File: config.mk
export PLATFORM = sky130hd
export DESIGN_NAME = signal_conflict_monitor
export DESIGN_NICKNAME = d
export VERILOG_FILES = /design/src/rtl/signal_conflict_monitor.sv
export SDC_FILE = /design/constraint.sdc
export NUM_CORES = 1
export LEC_CHECK = 0
export ABC_AREA = 1
export CORE_MARGIN = 8
export CORE_UTILIZATION = 49
export CTS_BUF_LIST = sky130_fd_sc_hd__clkbuf_16
export DETAILED_ROUTE_END_ITERATION = 6
export GPL_TIMING_DRIVEN = 0
export PLACE_DENSITY = 0.74
export SKIP_CTS_REPAIR_TIMING = 1
export SYNTH_ARGS = -nofsm -noshare
export SYNTH_HDL_FRONTEND = slang
export SYNTH_SLANG_ARGS = --single-unit
File: constraint.sdc
create_clock -name clk -period 4.05 [get_ports clk]
set_input_delay 1.0125 -clock clk [delete_from_list [all_inputs] [get_ports clk]]
set_output_delay 1.0125 -clock clk [all_outputs]
set_load 0.05 [all_outputs]
File: src/rtl/signal_conflict_monitor.sv
// Safety stage between the traffic light controller and the lamp drivers.
// It passes lamp codes through, and on any fault it latches an all-yellow flash until reset.
module signal_conflict_monitor #(
   parameter int STARTUP_CYC = 8,
   parameter int FILTER_CYC  = 2,
   parameter int BLINK_HALF  = 50
) (
   input  logic       clk,
   input  logic       reset,
   input  logic [2:0] main_lr_in,
   input  logic [2:0] main_lr_side,
   input  logic [2:0] main_rl_side,
   input  logic [2:0] side_lr_in,
   output logic [2:0] main_lr_lamp,
   output logic [2:0] lr_side_lamp,
   output logic [2:0] rl_side_lamp,
   output logic [2:0] side_lr_lamp,
   output logic       fault,
   output logic [1:0] fault_code
);

   localparam logic [2:0] RED = 3'b100;
   localparam logic [2:0] YEL = 3'b010;
   localparam logic [2:0] GRN = 3'b001;
   localparam logic [2:0] DRK = 3'b000;

   localparam int SW = (STARTUP_CYC > 1) ? $clog2(STARTUP_CYC) : 1;
   localparam int FW = (FILTER_CYC  > 1) ? $clog2(FILTER_CYC)  : 1;
   localparam int BW = (BLINK_HALF  > 1) ? $clog2(BLINK_HALF)  : 1;

   typedef enum logic [1:0] {
      ST_INIT  = 2'd0,
      ST_PASS  = 2'd1,
      ST_FLASH = 2'd2
   } state_t;

   state_t          state;
   logic [SW-1:0]   start_cnt;
   logic [FW-1:0]   filt_cnt;
   logic [BW-1:0]   blink_cnt;
   logic            blink_on;
   logic [3:0][2:0] cur;
   logic [3:0][2:0] prev;
   logic [3:0][2:0] lamps;

   logic       illegal;
   logic       conflict;
   logic       skip;
   logic       bad;
   logic       filt_hit;
   logic       trip;
   logic [1:0] trip_code;

   // Lane order: 0 main through, 1 main lr turn, 2 main rl turn, 3 side road.
   assign cur = {side_lr_in, main_rl_side, main_lr_side, main_lr_in};

   assign main_lr_lamp = lamps[0];
   assign lr_side_lamp = lamps[1];
   assign rl_side_lamp = lamps[2];
   assign side_lr_lamp = lamps[3];

   always_comb begin
      illegal = 1'b0;
      skip    = 1'b0;
      for (int i = 0; i < 4; i++) begin
         if (!(cur[i] == RED || cur[i] == YEL || cur[i] == GRN)) illegal = 1'b1;
         if (prev[i] == GRN && cur[i] == RED) skip = 1'b1;
      end
      conflict = ((cur[3] == GRN) && (cur[0] == GRN || cur[1] == GRN || cur[2] == GRN)) ||
                 ((cur[1] == GRN) && (cur[2] == GRN));
      bad      = illegal | conflict;
      filt_hit = bad && (filt_cnt == FW'(FILTER_CYC - 1));
      trip     = filt_hit | skip;
      // Filtered faults outrank the skip fault; illegal outranks conflict.
      trip_code = filt_hit ? (illegal ? 2'd1 : 2'd2) : 2'd3;
   end

   always_ff @(posedge clk) begin
      if (reset) begin
         state      <= ST_INIT;
         start_cnt  <= '0;
         filt_cnt   <= '0;
         blink_cnt  <= '0;
         blink_on   <= 1'b1;
         prev       <= {4{RED}};
         lamps      <= {4{RED}};
         fault      <= 1'b0;
         fault_code <= 2'd0;
      end else begin
         case (state)
            ST_INIT: begin
               lamps    <= {4{RED}};
               prev     <= cur;
               filt_cnt <= '0;
               if (start_cnt == SW'(STARTUP_CYC - 1)) state <= ST_PASS;
               else start_cnt <= start_cnt + 1'b1;
            end
            ST_PASS: begin
               prev <= cur;
               if (trip) begin
                  state      <= ST_FLASH;
                  fault      <= 1'b1;
                  fault_code <= trip_code;
                  lamps      <= {4{YEL}};
                  blink_cnt  <= '0;
                  blink_on   <= 1'b1;
               end else begin
                  lamps    <= cur;
                  filt_cnt <= bad ? filt_cnt + 1'b1 : '0;
               end
            end
            ST_FLASH: begin
               // Lamps are registered from the phase that will hold after this edge.
               if (blink_cnt == BW'(BLINK_HALF - 1)) begin
                  blink_cnt <= '0;
                  blink_on  <= ~blink_on;
                  lamps     <= blink_on ? {4{DRK}} : {4{YEL}};
               end else begin
                  blink_cnt <= blink_cnt + 1'b1;
                  lamps     <= blink_on ? {4{YEL}} : {4{DRK}};
               end
            end
            default: begin
               state      <= ST_FLASH;
               fault      <= 1'b1;
               fault_code <= 2'd1;
               lamps      <= {4{YEL}};
               blink_cnt  <= '0;
               blink_on   <= 1'b1;
            end
         endcase
      end
   end

endmodule

## Yosys cells after proc, flatten, opt, wreduce, memory -nomap -nowiden

Index checks and enable logic that the tools add are counted.

| cells by class | value |
|---|---|
| bitwise operators | 7 |
| muxes and demuxes | 30 |
| equal/unequal tests | 24 |
| reductions and logical operators | 28 |
| add/sub/neg operators | 3 |

Operators with widths:

| operator | number |
|---|---|
| 12-bit one-hot mux with 3 select lines | 1 |
| 11-bit two-way mux | 3 |
| 3-bit by 1-bit equality test with 1-bit output (second input constant) | 8 |
| 6-bit one-hot mux with 3 select lines | 1 |
| 3-bit equality test (second input constant) | 5 |
| 3-bit by 2-bit equality test with 1-bit output (second input constant) | 4 |
| 1-bit two-way mux | 12 |
| 12-bit two-way mux | 1 |
| 6-bit two-way mux | 2 |
| 1-bit logical OR | 11 |
| 2-bit two-way mux | 5 |
| 2-bit != test (second input constant) | 4 |
| 2-bit AND reduction | 4 |
| 1-bit logical AND | 7 |
| 6-bit by 1-bit adder with 6-bit output (second input constant) | 1 |
| 6-bit equality test (second input constant) | 1 |
| 2-bit one-hot mux with 3 select lines | 1 |
| 3-bit AND reduction | 2 |
| 1-bit inverter | 5 |
| 1-bit one-hot mux with 2 select lines | 2 |
| 2-bit one-hot mux with 2 select lines | 1 |
| 2-bit OR reduction | 2 |
| 3-bit by 1-bit adder with 3-bit output (second input constant) | 1 |
| 1-bit one-hot mux with 3 select lines | 1 |
| 6 further kinds | 7 |

| word-level totals | value |
|---|---|
| logic and storage cells | 107 |
| register bits after elaboration | 40 |
| input port bits | 14 |
| output and inout bits | 15 |

## Logic depth before layout (Yosys ltp)

Gate-level depths: netlist of the first run.

| depth | value |
|---|---|
| word-level depth | 12 |
| mapped depth | 13 |
| gate-level depth less buffers | 12 |

## Least setup slack after synthesis of the first run

OpenSTA, ideal clock, no wires.

| timing | value |
|---|---|
| kind | input-to-reg |
| from | input main_lr_in[1] |
| to | register fault_code[1] |
| arrival | 1992 ps |
| setup time | 67 ps |
| slack | 1990 ps |
| cell stages on the path | 11 |
| data required time | 3983 ps |
| buffers on the path | 1 |
| path through | nand3b_1 > nand3_2 > nand2_2 > nor2_2 > nand2_2 > nand2_2 > nand3_2 > buf_6 > nand2_4 > nand2_2 > a21oi_2 |

| between the ends | value |
|---|---|
| word-level cells in the longest chain between the ends | 12 |
| elaborated cells between the ends (all ways) | 27 |
| classes of those cells | 4 x eq/ne; 12 x mux; 2 x bitwise; 9 x reduce/logical |

Ends and longest elaborated chain:

| element | line | RTL |
|---|---|---|
| from (decl) | 10 | `input logic [2:0] main_lr_in,` |
| 3-bit equality test / 3-bit by 2-bit equality test with 1-bit output (equally long branches) | 66, 67 |  |
| 1-bit logical OR (2 in a row) | 66 | `if (!(cur[i] == RED \|\| cur[i] == YEL \|\| cur[i] == GRN)) illegal = 1'b1;` |
| 1-bit two-way mux (4 in a row) | 66 |  |
| 1-bit bitwise OR | 71 | `bad = illegal \| conflict;` |
| 1-bit logical AND | 72 | `filt_hit = bad && (filt_cnt == FW'(FILTER_CYC - 1));` |
| 2-bit two-way mux / 1-bit bitwise OR (equally long branches) | 75, 73 |  |
| 2-bit two-way mux / 2-bit != test (equally long branches) | - |  |
| 2-bit one-hot mux with 2 select lines / 2-bit AND reduction (equally long branches) | - |  |
| to (signal assigned) | 103 | `fault_code <= trip_code;` |
| to (decl) | 19 | `output logic [1:0] fault_code` |

Several ways; a longest one is shown, not always the timed one. The select of a mux whose other input is x is not followed.
A chain may end at the register's enable or synchronous reset.

## Final worst setup path of the first run

| timing | value |
|---|---|
| from | input side_lr_in[1] |
| to | register lamps, in the netlist main_lr_lamp[1] |

| between the ends | value |
|---|---|
| word-level cells in the longest chain between the ends | 9 |
| elaborated cells between the ends (all ways) | 15 |
| classes of those cells | 3 x eq/ne; 4 x mux; 2 x bitwise; 6 x reduce/logical |

Ends and longest elaborated chain:

| element | line | RTL |
|---|---|---|
| from (decl) | 13 | `input logic [2:0] side_lr_in,` |
| 3-bit equality test / 3-bit by 2-bit equality test with 1-bit output (equally long branches) | 66, 67 |  |
| 1-bit logical OR (2 in a row) | 66 |  |
| 1-bit two-way mux | 66 |  |
| 1-bit bitwise OR | 71 |  |
| 1-bit logical AND | 72 |  |
| 1-bit bitwise OR * | 73 | `trip = filt_hit \| skip;` |
| 12-bit two-way mux * | 100 | `if (trip) begin` |
| 12-bit one-hot mux with 3 select lines * | 90 | `case (state)` |
| to (signal assigned) | 92 | `lamps <= {4{RED}};` |
| to (signal assigned) | 104 | `lamps <= {4{YEL}};` |
| to (signal assigned) | 108 | `lamps <= cur;` |
| to (decl) | 44 | `logic [3:0][2:0] lamps;` |

Every way passes the cells marked *; elsewhere a longest branch is shown, timed or not.

==> results of run 1 <==
worst register-to-register path: stages, from the launching register on:
cell      delay, ns
dfxtp_1        0.32
clkbuf_1       0.23
nor2_1         0.18
inv_1          0.11
nor2_1         0.16
inv_1          0.11
o21ai_0        0.19
a21oi_1        0.06
cell usage in the layout (no fill, tap or decap), drive strengths merged:
master         Yosys  final
dfxtp             40     40
clkdlybuf4s50      0     27
nand3b             2      2
o21ai             21     21
nor3               5      5
inv               37     38
nand2             40     40
nor2              14     14
buf                3      3
o22ai              2      2
clkinvlp           0      1
bufinv             0      1
or2                4      4
nand3             27     27
o211ai             4      4
clkbuf             4      9
xor2               2      2
ha                 4      4
a21oi             25     25
per-layer routing:
layer | global-route usage | up-vias | wire [µm]
li1 | - | 826 | -
met1 | 0.179 | 693 | 1860
met2 | 0.206 | 42 | 1760
met3 | 0.0554 | 9 | 303
met4 | 0.0647 | 0 | 81
met5 | 0 | - | 0
logic make-up after synthesis:
family,Yosys count,synth area share
buffers and inverters,44,0.0996
adders and majority gates,4,0.0285
DFF,40,0.455
and+or+nand+nor,92,0.248
AOI/OAI and AO/OA,52,0.159
xor gates and xnor gates,2,0.00996
per-stage QoR:
stage                     hold slack [ns]  power [µW]   util
after floorplan                     0.434         469      -
after global placement              0.439         498  0.616
after detailed placement            0.441         499  0.616
after CTS                           0.450         953  0.666
after global routing                0.485         981  0.666
final                               0.447         946  0.666
final timing paths:
check,endpoint,slack [ns],cells after the start
setup / recovery,main_lr_lamp[1],1.51,11
hold / removal,fault,0.45,2
setup reg to reg,start_cnt[0],2.59,7
hold reg to reg,fault,0.45,2
registers in the layout, indices dropped and copies added, names as in the netlist:
signal        flops
fault             1
filt_cnt          1
rl_side_lamp      3
state             2
start_cnt         3
fault_code        2
prev             12
side_lr_lamp      3
blink_cnt         6
blink_on          1
lr_side_lamp      3
main_lr_lamp      3
power breakdown:
| group | switching, µW | internal, µW |
|---|---|---|
| clock | 162 | 292 |
| sequential | 5.54 | 408 |
| combinational | 47.5 | 31.1 |
| total | 215 | 731 |
layout make-up:
class,instances,area [µm²],share of cell area
buffer,7,36.3,0.0161
timing repair buffer,27,270,0.120
tap,46,57.6,0.0255
inverter,37,139,0.0615
sequential,40,801,0.355
clock buffer,5,125,0.0554
multi-input combinational,150,783,0.347
clock inverter,3,46.3,0.0205
==> reports/results.ini, run 1 <==
[sta]
report.final.slew_viol_count = 0
setup_tns_ns = 0
hold_viol = 0
rsz0062_at_grt = false
worst_pin_slew_ns = 0.520
setup_ws_ns = 1.51
setup_viol = 0
clock_skew_ns = 0.00506
max_freq_mhz = 393
period_needed_ns = 2.54
max_slew_margin = 0.652
timing.final.crit_share = 0.627

[die]
io_pins = 29
placementRows = 21
die-area_um2 = 5760
dieHeight_um = 75.9
start_util = 0.519
die_w_um = 75.9
core_um2 = 3390

[global_routing]
grt_pass1_wl_mm = 6.84
grt_max_degree = 15
globalRouteTotalUtil = 0.142
gr-total-overflow = 0
grt_pass1_vias = 1480
antenna_found_initial = 0

[detailed_routing]
drc = 0
vias_per_cell = 4.98
drt_iter0_drc = 108
dr.pass1.iters = 4
routedWlPerCell_um = 12.7
wl_mm = 4.00
final_antenna_net_count = 0
via_count = 1570

[logic_synthesis]
ys_async_sr_fraction = 0
ys_types = 23
synthTopCellsByArea = dfxtp_1 (46%), nand2_1 (7.3%), nand3_1 (7.1%), inv_1 (7.0%), a21oi_1 (6.5%)
synth_ff_type = dfxtp_1
synthesis.area_um2 = 1760
synth_common_cells = dfxtp_1 (40), nand2_1 (34), inv_1 (33)
synth_fp_nets = 252
syn_area_per_cell_um2 = 7.52
yosys_register_bits = 40
ys_warn_count = 0
synth_seq_area_share = 0.455
synth.top_cell.area_share = 0.455
yosysMostFrequentCell = dfxtp_1
synth_enable_flop_cells = 0
synth.largest_area_cell = dfxtp_1
syn_inst = 234

[power_and_ir_drop]
leakagePower_uw = 0.000985
power_density_nw_per_um2 = 419
irDropWorstVdd_uv = 315

[critical_path]
worstPathRequired_ns = 4.20
crit_buf_inv = 2
slowest_delay_ns = 0.50
slowest_stage = clkdlybuf4s50_1
worstPathCellList = clkdlybuf4s50_1 -> inv_2 -> nand3_1 -> nand3_1 -> nand2_1 -> nor2_2 -> nand2_2 -> nand2_2 -> nand2_1 -> o21ai_0 -> a21oi_1
cp-start-kind = input pin
path_delay_family = simple AND/OR/NAND/NOR gates
critical_path_class = input pin to register
rr_startpoint = state[1]
cp_data_arrival_time_ns = 2.69
crit_path_max_fanout = 9
crit_path_start = side_lr_in[1]
crit_path_end_kind = register

[placed_design]
place_inst = 307
dp_hpwl_mm = 2.88
dpl_worst_slack_ns = 1.26
place.gp.congestion = 0.850
port_buffers = 27
place_area_um2 = 2090

[clock_tree]
worstSkewPairLatency_ns = 0.29
cts_max_level = 2
cts_tree = done
cts_buffer_depth = 2
clk_pin_slew_ns = 0.06
clkSinkCount = 40
cts_buffers = 5
root_buffer = clkbuf_16

[final_layout]
final_nets = 286
final_area_um2 = 2260
stdcell_count = 315
diodes = 0
area_growth_pct = 28.4
layout-drive-gt1-share = 0.112
fillers = 282

[worst_hold_path]
hold_class = register to register
worstHoldStart = fault

[outcome]
outcome = completed

[job]
cap_violations = 0

(Power assumes the default switching activity.)
==> run 2: changes to the inputs <==
CORE_UTILIZATION = 47   (was 49)
PLACE_DENSITY = 0.75   (was 0.74)
clock period = 2.25 ns   (was 4.05 ns; I/O delays follow)
==> run 2 against run 1 <==
  * Worst setup slack lost 1.3 ns
  * Combinational power increased by 81%
  * Sequential share of layout area down 0.059 points
  * Critical path type unchanged
  * Critical endpoint is now state[0]
  * Largest cell class unchanged
==> reports/results.ini, run 2 (synthesis gave the netlist of run 1 again) <==
[clock_tree]
worstSkewPairLatency_ns = 0.28
clkSinkCount = 40
clk_pin_slew_ns = 0.06
root_buffer = clkbuf_16
cts_buffer_depth = 2
cts_max_level = 2
cts_buffers = 5
cts_tree = done

[placed_design]
port_buffers = 27
dpl_worst_slack_ns = -0.0845
place_inst = 309
place.gp.congestion = 0.799
place_area_um2 = 2090
dp_hpwl_mm = 2.88

[final_layout]
ff_latch_area_um2 = 801
largest_reg_flops = 12
fillers = 323
stdcell_count = 317
regMostFlops = prev
final_nets = 286
layout-drive-gt1-share = 0.112
diodes = 0
final_area_um2 = 2260
top_regs = prev x12, blink_cnt x6
multi_input_area_um2 = 783
layout_common_cells = dfxtp_1 (40), nand2_1 (34), inv_1 (33)
area_growth_pct = 28.6
final_common_cell = dfxtp_1

[critical_path]
crit_path_max_fanout = 8
path_delay_family = simple AND/OR/NAND/NOR gates
crit_path_end_kind = register
worstPathCellList = clkdlybuf4s50_1 -> inv_2 -> nand3_1 -> nand3_1 -> nand2_2 -> nor2_2 -> nand2_2 -> nand2_2 -> nand3_2 -> nand2_2 -> nand2_1 -> a21oi_1
worstPathRequired_ns = 2.45
cp_data_arrival_time_ns = 2.26
crit_buf_inv = 2
slowest_delay_ns = 0.49
cp-start-kind = input pin
critical_path_class = input pin to register
slowest_stage = clkdlybuf4s50_1
crit_top_cell = nand2_2

[detailed_routing]
dr.pass1.iters = 4
drc = 0
drt_iter0_drc = 131
routedWlPerCell_um = 12.5
via_count = 1552
wl_mm = 3.97
vias_per_cell = 4.90
final_antenna_net_count = 0

[global_routing]
globalRouteTotalUtil = 0.143
grt_max_degree = 15
antenna_found_initial = 0
grt_pass1_vias = 1489
grt_pass1_wl_mm = 6.89
gr-total-overflow = 0

[sta]
max_freq_mhz = 486
report.final.slew_viol_count = 0
hold_viol = 0
setup_ws_ns = 0.193
setup_viol = 0
period_needed_ns = 2.06
clock_skew_ns = 0.00273
timing.final.crit_share = 0.914
worst_pin_slew_ns = 0.501
max_slew_margin = 0.665
rsz0062_at_grt = false
hold_slack_ns = 0.448

[power_and_ir_drop]
power_density_nw_per_um2 = 750
leakagePower_uw = 0.000989
irDropWorstVdd_uv = 436
finalPower_uw = 1700

[die]
die-area_um2 = 5960
start_util = 0.484
core_um2 = 3630
placementRows = 22
dieHeight_um = 77.2
die_w_um = 77.2
io_pins = 29

[worst_hold_path]
hold_class = register to register

[job]
cap_violations = 0

[outcome]
outcome = completed

==> run 2: worst paths after layout <==
kind | from | endpoint | slack, ns | cells past startpoint
setup / recovery | main_lr_side[1] | state[0] | 0.19 | 12
hold / removal | fault | fault | 0.45 | 2
setup reg to reg | state[1] | start_cnt[0] | 0.80 | 7
hold reg to reg | fault | fault | 0.45 | 2
==> run 2: worst register-to-register path, delay by kind of cell (launching register included) <==
kind	cells	cell delay, ns
and+or+nand+nor	2	0.19
buffers and inverters	3	0.64
AOI/OAI and AO/OA	2	0.20
DFF	1	0.35
==> run 2: metrics by stage <==
step / utilization / TNS [ns]
6_report: 0.623 / 0
5_1_grt: 0.623 / 0
4_1_cts: 0.623 / 0
3_5_place_dp: 0.575 / -0.321
3_3_place_gp: 0.575 / -0.146
2_1_floorplan: - / 0
==> run 2: report_power, final <==
part / internal (µW) / switching (µW) / total (µW) / leakage, µW
Combinational: 56.2 / 85.9 / 142 / 0.000578
Sequential: 734 / 10.1 / 744 / 0.000327
Clock: 526 / 284 / 810 / 0.0000840
==> run 2: cell type report <==
type                            count  area share
Timing Repair Buffer               27       0.119
Inverter                           37      0.0614
Buffer                              7      0.0160
Clock buffer                        5      0.0553
Multi-Input combinational cell    150       0.346
Clock inverter                      3      0.0210
Sequential cell                    40       0.354
Tap cell                           48      0.0265
==> run 2: per-layer routing <==
metal  part of all wire  global-route usage  vias up
met2               0.45               0.215       40
met3              0.073              0.0350        8
met5                  0                   0        -
li1                   -                   -      829
met4              0.028              0.0925        0
met1               0.45               0.176      675
==> run 3: changes to the inputs <==
CELL_PAD_IN_SITES_DETAIL_PLACEMENT = 2   (was default)
CELL_PAD_IN_SITES_GLOBAL_PLACEMENT = 2   (was default)
CORE_UTILIZATION = 27   (was 47)
PLACE_DENSITY = default   (was 0.75)
PLACE_DENSITY_LB_ADDON = 0.1   (was default)
==> run 3 against run 2 <==
  * Worst hold slack better by 0.020 ns
  * Via count up 5.9%
  * Clock skew up 0.0028 ns
  * Total power down 8.2%
  * Routed wire length up 37%
  * Cell area up 0.66%
  * First-iteration DRC count down 71%
  * Worst setup slack worse by 0.0071 ns
  * Largest cell class unchanged
==> reports/results.ini, run 3 (synthesis gave the netlist of run 1 again) <==
[critical_path]
slowest_delay_ns = 0.53
rr_startpoint = state[1]
critical_path_class = input pin to register
crit_path_max_fanout = 9
cp_data_arrival_time_ns = 2.20
worstPathRequired_ns = 2.39
reg2reg_to = rl_side_lamp[2]
worstPathCellList = clkdlybuf4s50_1 -> nand3b_1 -> nand3_2 -> nand2_2 -> nor2_2 -> nand2_2 -> nand2_2 -> nand2_2 -> o21ai_0 -> a21oi_1
reg2regPathDepth = 4
crit_top_cell = nand2_2
cp-start-kind = input pin
crit_path_end_kind = register
slowest_stage = clkdlybuf4s50_1
r2r_slack_ns = 0.66

[worst_hold_path]
whs_endpoint = prev[1]
hold_depth = 2
hold_class = register to register
worstHoldStart = prev[1]

[final_layout]
diodes = 0
final_area_um2 = 2280
layout-drive-gt1-share = 0.108
final_common_cell = dfxtp_1
regMostFlops = prev
fillers = 775
final_nets = 286
top_regs = prev x12, blink_cnt x6
layout_common_cells = dfxtp_1 (40), inv_1 (34), nand2_1 (33)
utilization = 0.361
area_growth_pct = 29.4
largest_reg_flops = 12

[clock_tree]
worstSkewPairLatency_ns = 0.28
root_buffer = clkbuf_16
cts_max_level = 2
cts_buffer_depth = 2
clkSinkCount = 40
cts_tree = done
cts_buffers = 5
clk_pin_slew_ns = 0.05

[placed_design]
port_buffers = 27
dp_hpwl_mm = 4.08
place.gp.congestion = 0.736
place_area_um2 = 2130

[sta]
setup_viol = 0
report.final.slew_viol_count = 0
max_slew_margin = 0.598
period_needed_ns = 2.06
clock_skew_ns = 0.00550
max_freq_mhz = 484
rsz0062_at_grt = false
worst_pin_slew_ns = 0.603
timing.final.crit_share = 0.917
hold_viol = 0

[die]
die-area_um2 = 9350
die_w_um = 96.7
dieHeight_um = 96.7
io_pins = 29
core_um2 = 6310
placementRows = 29
start_util = 0.279

[global_routing]
antenna_found_initial = 0
use_met1 = 0.155
grt_max_degree = 12
globalRouteTotalUtil = 0.123
grt-busiest-layer = met2
grt_pass1_vias = 1803
gr-total-overflow = 0
use_met2 = 0.196
gr-usage-met3 = 0.0306
grt_pass1_wl_mm = 9.27

[detailed_routing]
drc = 0
routedWlPerCell_um = 15.8
vias_per_cell = 4.76
wl_mm = 5.44
via_count = 1643
drt_iter0_drc = 38
final_antenna_net_count = 0
dr.pass1.iters = 4

[power_and_ir_drop]
irDropWorstVdd_uv = 277
switching_share = 0.237
pwr-share-comb = 0.094
leakagePower_uw = 0.00101
internal_power_uw = 1190
clkPwrFrac = 0.428
finalPower_uw = 1560
p_sw_uw = 370
power_density_nw_per_um2 = 684
seqPwrFrac = 0.478

[outcome]
outcome = completed

[job]
cap_violations = 0

## run 3: worst max-delay path by stage
| stage | from | to | slack (ns) |
|---|---|---|---|
| floorplan | main_lr_in[1] | fault_code[1] | 0.64 |
| global placement | main_lr_in[1] | rl_side_lamp[1] | -0.22 |
| detailed placement | side_lr_in[1] | rl_side_lamp[1] | -0.25 |
| CTS | main_lr_in[1] | rl_side_lamp[1] | 0.01 |
| global route | main_lr_in[0] | main_lr_lamp[1] | 0.002 |
| finish | main_lr_in[0] | lr_side_lamp[1] | 0.19 |
## run 3: through the flow
| stage | setup WS (ns) | instances | hold slack, ns | TNS, ns |
|---|---|---|---|---|
| finish | 0.186 | 345 | 0.468 | 0 |
| global route | 0.00197 | 345 | 0.494 | 0 |
| CTS | 0.0142 | 345 | 0.469 | 0 |
| detailed placement | -0.248 | 338 | 0.460 | -2.78 |
| global placement | -0.223 | 338 | 0.442 | -2.44 |
| floorplan | 0.640 | 234 | 0.434 | 0 |
## run 3: critical path, delay by kind of cell
kind / cells / cell delay, ns
AOI/OAI and AO/OA: 2 / 0.30
buffers and inverters: 1 / 0.53
and+or+nand+nor: 7 / 0.80
## run 3: cell type report
cell class	instances	area (µm²)	area share
sequential	40	801	0.352
multi-input combinational	150	791	0.347
timing repair buffer	27	280	0.123
inverter	37	139	0.0610
clock buffer	5	125	0.0549
tap	77	96.3	0.0423
buffer	7	36.3	0.0159
clock inverter	2	8.76	0.00385
## run 3: layer usage
metal,vias up,wire [µm]
met1,791,2700
met5,-,0
met2,22,2540
li1,824,-
met4,0,56
met3,6,145
## run 3: power by group through the flow
stage | registers (µW) | logic, µW | clock network [µW]
detailed placement | 760 | 150 | 0
global route | 746 | 169 | 723
floorplan | 766 | 78.5 | 0
global placement | 759 | 147 | 0
CTS | 745 | 151 | 697
finish | 744 | 146 | 667
